--- src/rtl/router_pkg.sv ---
// rtl/router_pkg.sv - shared types, constants and header packing for the router packet source
package router_pkg;

   localparam int MAX_LEN = 63;
   localparam logic [1:0] ADDR_INVALID = 2'b11;

   typedef enum logic [2:0] {
      S_IDLE,
      S_HEADER,
      S_PAYLOAD,
      S_PARITY,
      S_GAP
   } state_e;

   function automatic logic [7:0] pack_header(input logic [5:0] len, input logic [1:0] addr);
      return {len, addr};
   endfunction

endpackage

--- src/rtl/router_tx_buf.sv ---
// rtl/router_tx_buf.sv - payload byte buffer with write-count pointer, async read and sync clear
module router_tx_buf #(
   parameter int MAX_LEN = 63
) (
   input  logic       clock,
   input  logic       reset,
   input  logic       wr_en,
   input  logic [7:0] wr_data,
   input  logic       clr,
   input  logic [5:0] rd_idx,
   output logic [7:0] rd_data,
   output logic [5:0] count,
   output logic       full
);

   logic [7:0] mem_q [MAX_LEN];
   logic [7:0] mem_d [MAX_LEN];
   logic [5:0] count_q, count_d;
   logic       full_q, full_d;
   logic       wr_fire;

   assign wr_fire = wr_en && !full_q && !clr;

   always_comb begin
      mem_d   = mem_q;
      count_d = count_q;
      if (clr) begin
         count_d = '0;
      end else if (wr_fire) begin
         mem_d[count_q] = wr_data;
         count_d        = count_q + 6'd1;
      end
      full_d = (count_d == 6'(MAX_LEN));
   end

   // Contents need no reset: a zero count makes every entry unreachable.
   always_ff @(posedge clock) begin
      mem_q <= mem_d;
   end

   always_ff @(posedge clock or posedge reset) begin
      if (reset) begin
         count_q <= '0;
         full_q  <= 1'b0;
      end else begin
         count_q <= count_d;
         full_q  <= full_d;
      end
   end

   assign rd_data = mem_q[rd_idx];
   assign count   = count_q;
   assign full    = full_q;

endmodule

--- src/rtl/router_pkt_tx.sv ---
// rtl/router_pkt_tx.sv - buffers a host payload and emits one router packet (header, payload, parity) under busy back-pressure
module router_pkt_tx #(
   parameter int MAX_LEN = router_pkg::MAX_LEN,
   parameter int IFG     = 2
) (
   input  logic       clock,
   input  logic       reset,
   input  logic       wr_en,
   input  logic [7:0] wr_data,
   input  logic       start,
   input  logic [1:0] dest,
   input  logic       err_inject,
   input  logic       busy,
   output logic       pkt_valid,
   output logic [7:0] data_out,
   output logic [5:0] count,
   output logic       buf_full,
   output logic       tx_active,
   output logic       done,
   output logic       cmd_err
);
   import router_pkg::*;

   state_e     state_q, state_d;
   logic [7:0] data_q, data_d;
   logic       pv_q, pv_d;
   logic       tx_active_q, tx_active_d;
   logic       done_q, done_d;
   logic       cmd_err_q, cmd_err_d;
   logic [7:0] parity_q, parity_d;
   logic [5:0] idx_q, idx_d;
   logic       err_q, err_d;
   logic [7:0] gap_q, gap_d;

   logic       buf_wr, buf_clr, start_ok;
   logic [5:0] rd_idx;
   logic [7:0] rd_data, par_next;

   router_tx_buf #(.MAX_LEN(MAX_LEN)) u_buf (
      .clock   (clock),
      .reset   (reset),
      .wr_en   (buf_wr),
      .wr_data (wr_data),
      .clr     (buf_clr),
      .rd_idx  (rd_idx),
      .rd_data (rd_data),
      .count   (count),
      .full    (buf_full)
   );

   assign start_ok = start && (count != 6'd0) && (dest != ADDR_INVALID);
   // The read port looks one byte ahead so the next payload byte can be registered on transfer.
   assign rd_idx   = (state_q == S_HEADER) ? 6'd0 : idx_q + 6'd1;

   always_comb begin
      state_d     = state_q;
      data_d      = data_q;
      pv_d        = pv_q;
      tx_active_d = tx_active_q;
      done_d      = 1'b0;
      cmd_err_d   = 1'b0;
      parity_d    = parity_q;
      idx_d       = idx_q;
      err_d       = err_q;
      gap_d       = gap_q;
      buf_wr      = 1'b0;
      buf_clr     = 1'b0;
      par_next    = parity_q ^ data_q;

      case (state_q)
         S_IDLE: begin
            if (start && !start_ok) cmd_err_d = 1'b1;
            if (start_ok) begin
               state_d     = S_HEADER;
               data_d      = pack_header(count, dest);
               pv_d        = 1'b1;
               tx_active_d = 1'b1;
               parity_d    = pack_header(count, dest);
               err_d       = err_inject;
               idx_d       = '0;
            end else begin
               buf_wr = wr_en;
            end
         end
         S_HEADER: begin
            if (!busy) begin
               state_d = S_PAYLOAD;
               idx_d   = '0;
               data_d  = rd_data;
            end
         end
         S_PAYLOAD: begin
            if (!busy) begin
               parity_d = par_next;
               if (idx_q == count - 6'd1) begin
                  state_d = S_PARITY;
                  pv_d    = 1'b0;
                  data_d  = par_next ^ {7'b0, err_q};
               end else begin
                  idx_d  = idx_q + 6'd1;
                  data_d = rd_data;
               end
            end
         end
         S_PARITY: begin
            if (!busy) begin
               done_d  = 1'b1;
               buf_clr = 1'b1;
               state_d = S_GAP;
               data_d  = '0;
               gap_d   = '0;
            end
         end
         S_GAP: begin
            if (gap_q >= 8'(IFG - 1)) begin
               state_d     = S_IDLE;
               tx_active_d = 1'b0;
               gap_d       = '0;
            end else begin
               gap_d = gap_q + 8'd1;
            end
         end
         default: begin
            state_d     = S_IDLE;
            data_d      = '0;
            pv_d        = 1'b0;
            tx_active_d = 1'b0;
         end
      endcase
   end

   always_ff @(posedge clock or posedge reset) begin
      if (reset) begin
         state_q     <= S_IDLE;
         data_q      <= '0;
         pv_q        <= 1'b0;
         tx_active_q <= 1'b0;
         done_q      <= 1'b0;
         cmd_err_q   <= 1'b0;
         parity_q    <= '0;
         idx_q       <= '0;
         err_q       <= 1'b0;
         gap_q       <= '0;
      end else begin
         state_q     <= state_d;
         data_q      <= data_d;
         pv_q        <= pv_d;
         tx_active_q <= tx_active_d;
         done_q      <= done_d;
         cmd_err_q   <= cmd_err_d;
         parity_q    <= parity_d;
         idx_q       <= idx_d;
         err_q       <= err_d;
         gap_q       <= gap_d;
      end
   end

   assign pkt_valid = pv_q;
   assign data_out  = data_q;
   assign tx_active = tx_active_q;
   assign done      = done_q;
   assign cmd_err   = cmd_err_q;

endmodule

--- config.mk ---
export PLATFORM = sky130hd
export DESIGN_NAME = router_pkt_tx
export DESIGN_NICKNAME = d
export VERILOG_FILES = /design/src/rtl/router_pkg.sv /design/src/rtl/router_tx_buf.sv /design/src/rtl/router_pkt_tx.sv
export SDC_FILE = /design/constraint.sdc
export NUM_CORES = 1
export LEC_CHECK = 0
export ABC_AREA = 1
export CAP_MARGIN = 20
export CORE_MARGIN = 2
export CORE_UTILIZATION = 50
export CTS_BUF_LIST = sky130_fd_sc_hd__clkbuf_4 sky130_fd_sc_hd__clkbuf_8 sky130_fd_sc_hd__clkbuf_16
export DETAILED_ROUTE_END_ITERATION = 10
export PLACE_DENSITY = 0.77
export SLEW_MARGIN = 40
export SYNTH_ARGS = -nofsm -noshare
export SYNTH_HDL_FRONTEND = slang
export SYNTH_HIERARCHICAL = 1
export SYNTH_SLANG_ARGS = --single-unit
--- constraint.sdc ---
create_clock -name clock -period 6.7 [get_ports clock]
set_input_delay 2.01 -clock clock [delete_from_list [all_inputs] [get_ports clock]]
set_output_delay 2.01 -clock clock [all_outputs]
set_load 0.02 [all_outputs]
==> flow_summary.json <==
{
  "irDropWorstVdd_mv": 0.287,
  "hold_path_class": "reg2reg",
  "p_total_mw": 10.7,
  "ys_seq_elements": 549,
  "grt.total_usage": 0.241,
  "cp_common_cell": "nand2_1",
  "dr_wl_met2_um": 27900,
  "finalCoreUtilization": 0.560,
  "switching_share": 0.374,
  "grt_pass1_vias": 16700,
  "port-buffer-count": 34,
  "io_pins": 35,
  "maxCapViolations": 0,
  "syn_area_per_cell_um2": 10.1,
  "worst_pin_slew_ns": 0.955,
  "yosys-top-cells-area": "edfxtp_1, nand3_1, nand2_1, inv_1, dfrtp_1",
  "setup_violations": 0,
  "switchingPower_mw": 3.98,
  "powerDensity_mw_per_mm2": 388,
  "cts_tree": "yes",
  "synthArstFlopShare": 0.0820,
  "worst_slack_ns": 1.93,
  "hold_buffers": 0,
  "antenna_found_initial": 0,
  "vias_per_cell": 5.52,
  "nFillCells": 4073,
  "diodes": 0,
  "clkLatencyLatePin_ns": 0.61,
  "clkPwrFrac": 0.285,
  "power_frac_comb": 0.344,
  "pwr-share-seq": 0.371,
  "clk_pin_slew_worst_paths_ns": 0.06,
  "crit_type": "in2reg",
  "syn_to_final_growth_pct": 10.4,
  "rows": 81,
  "synth_warnings": 6,
  "clock_path_buffers": 3,
  "gp_congestion": 1.00,
  "cp_slowest_cell": "nor2_1",
  "drt-initial-drc-count": 2189,
  "critPathMaxFanout": 9,
  "htree_levels": 2,
  "syn_nets": 2489,
  "outcome": "completed",
  "cts_buffers": 54,
  "synth_area_leader_cell": "edfxtp_1",
  "synth_edf_count": 504,
  "wire_per_inst_um": 19.2,
  "cts_setup_buffers": 0,
  "fin_skew_ns": 0.0123,
  "drc": 0,
  "fp.dieW_um": 227,
  "finalCriticalPeriod_ns": 4.77,
  "coreArea_mm2": 0.0491,
  "synth_cells": 2466,
  "worstSetupStartpointType": "primary input",
  "drive_gt1_frac": 0.0890,
  "fmax_mhz": 210,
  "p_int_mw": 6.67,
  "endpoint_kind": "register",
  "crit_chain": "clkdlybuf4s50_1 > a21oi_1 > nand2_1 > nand2_1 > nor2_1 > nand2_1 > nor2_2 > nand3_1 > nor2_1",
  "p_leak_nw": 11.4,
  "rsz0062_at_grt": "false",
  "dp_hpwl_um": 36000,
  "wirelength_um": 60900,
  "initial_core_util": 0.507,
  "multiInputGateArea_mm2": 0.00634,
  "grt-ovfl-total": 0,
  "seq_area_mm2": 0.0163,
  "maxSlewViolCount": 0,
  "route.met3.wl_um": 6200,
  "dr.pass1.iters": 6,
  "slowest_delay_ns": 0.81,
  "yosysMostFrequentCell": "nand2_1",
  "cp_top_family": "simple AND/OR/NAND/NOR gates",
  "grt_pass1_wl_um": 94000,
  "cp.required_ns": 6.94,
  "ys_seq_area_frac": 0.653,
  "holdWs_ns": 0.480,
  "cts_resized": 0,
  "r2r-start": "state_q[2]",
  "critPathArrivalTime_ns": 5.01,
  "slew-limit-headroom": 0.362,
  "hold_viol_final": 0,
  "timing.setup.tns_ns": 0,
  "path_buf_inv": 1,
  "root_buffer": "clkbuf_16",
  "min-delay-start": "pkt_valid",
  "vias": 17500,
  "clock-sinks": 549,
  "fin_nets": 2484,
  "min_period_over_period": 0.712,
  "synth_area_mm2": 0.0249,
  "dieArea_mm2": 0.0516,
  "synth.distinct_cells": 41,
  "ys_top_cells_by_count": "nand2_1, edfxtp_1, nand3_1, inv_1, nor2_1",
  "pre_cts_slack_ns": 1.43,
  "synth_ff_type": "edfxtp_1",
  "drtAntennaViolNets": 0,
  "die_h_um": 227,
  "synth_top_area_frac": 0.608,
  "startpoint": "dest[1]",
  "grt_max_degree": 121,
  "top_layer_used": "met4",
  "wl_met1_um": 23900
}
worst reg2reg max path, stage by stage (launching register included):
cell      delay, ns
dfrtp_1        0.40
nor2_2         0.18
inv_2          0.08
nor2_4         0.26
inv_2          0.17
nand2_1        0.19
inv_8          0.17
inv_6          0.58
buf_12         0.53
nand2_1        0.17
nand3_1        0.10
nand3_1        0.10
nand3_1        0.13
nand3_1        0.16
nand3_1        0.19
nand2_1        0.16
a22o_1         0.25
nand3b_1       0.15
nand2_1        0.07
nand2_1        0.05
cell usage in the layout (no fill, tap or decap), drive strengths merged:
cell type | Yosys | routed
nand2 | 604 | 604
a21oi | 5 | 5
o211ai | 17 | 17
bufinv | 0 | 4
a22o | 2 | 2
dfrtp | 45 | 45
nor3 | 6 | 6
nor2 | 111 | 111
xor2 | 12 | 12
inv | 451 | 451
nand4 | 5 | 5
o21ai | 17 | 17
o22ai | 7 | 7
xnor2 | 2 | 2
clkinv | 0 | 21
nand3b | 4 | 4
a31oi | 8 | 8
buf | 91 | 23
clkdlybuf4s50 | 0 | 26
or2 | 65 | 65
clkbuf | 19 | 64
edfxtp | 504 | 504
nand3 | 484 | 484
clkinvlp | 0 | 13
ha | 7 | 7
power groups by stage:
stage          sequential [mW]  clock, mW  combinational, mW
2_1_floorplan             4.04          0               2.62
3_3_place_gp              4.02          0               3.45
3_5_place_dp              4.03          0               3.53
4_1_cts                   3.95       3.08               3.57
5_1_grt                   3.96       3.22               4.01
6_report                  3.95       3.04               3.66
path summary, 6_finish.rpt:
kind	cells after the start	slack [ns]	to
setup / recovery	9	1.93	u_buf/mem_q[342]
hold / removal	2	0.48	pkt_valid
setup reg to reg	19	2.51	data_out[1]
hold reg to reg	2	0.48	pkt_valid
max in group asynchronous	3	4.05	gap_q[6]
min in group asynchronous	2	1.73	u_buf/count[1]
kinds of logic (layout without fill, tap and decap cells):
kind of cell	after synthesis	count (layout)	share of synthesized area
xor+xnor	14	14	0.00493
fa+ha+maj	7	7	0.00352
flops	549	549	0.653
compound gates	56	56	0.0161
simple gates	1279	1279	0.229
buf+inv	561	602	0.0929
sequential cells by signal (all words and copies together) (netlist names), 3 cells and up:
signal	count
idx_q	6
parity_q	8
u_buf/count	6
u_buf/mem_q	504
gap_q	8
state_q	3
data_out	8
layout make-up:
cell class | instances | share of cell area
tap | 664 | 0.0303
inverter | 451 | 0.0625
clock inverter | 38 | 0.0123
clock buffer | 64 | 0.0543
multi-input combinational | 1356 | 0.231
sequential | 549 | 0.592
timing repair buffer | 49 | 0.0176
metal layers:
layer	vias to the layer above	GRT usage
met5	-	0
met4	0	0.119
met3	192	0.0430
met2	985	0.375
li1	8026	-
met1	8316	0.329
metrics by stage:
step           instance area [um2]  cells
2_1_floorplan                24900   2466
3_3_place_gp                 25600   3068
3_5_place_dp                 25600   3069
4_1_cts                      27400   3171
5_1_grt                      27500   3171
6_report                     27500   3171
Power figures use the tool's default switching activity.
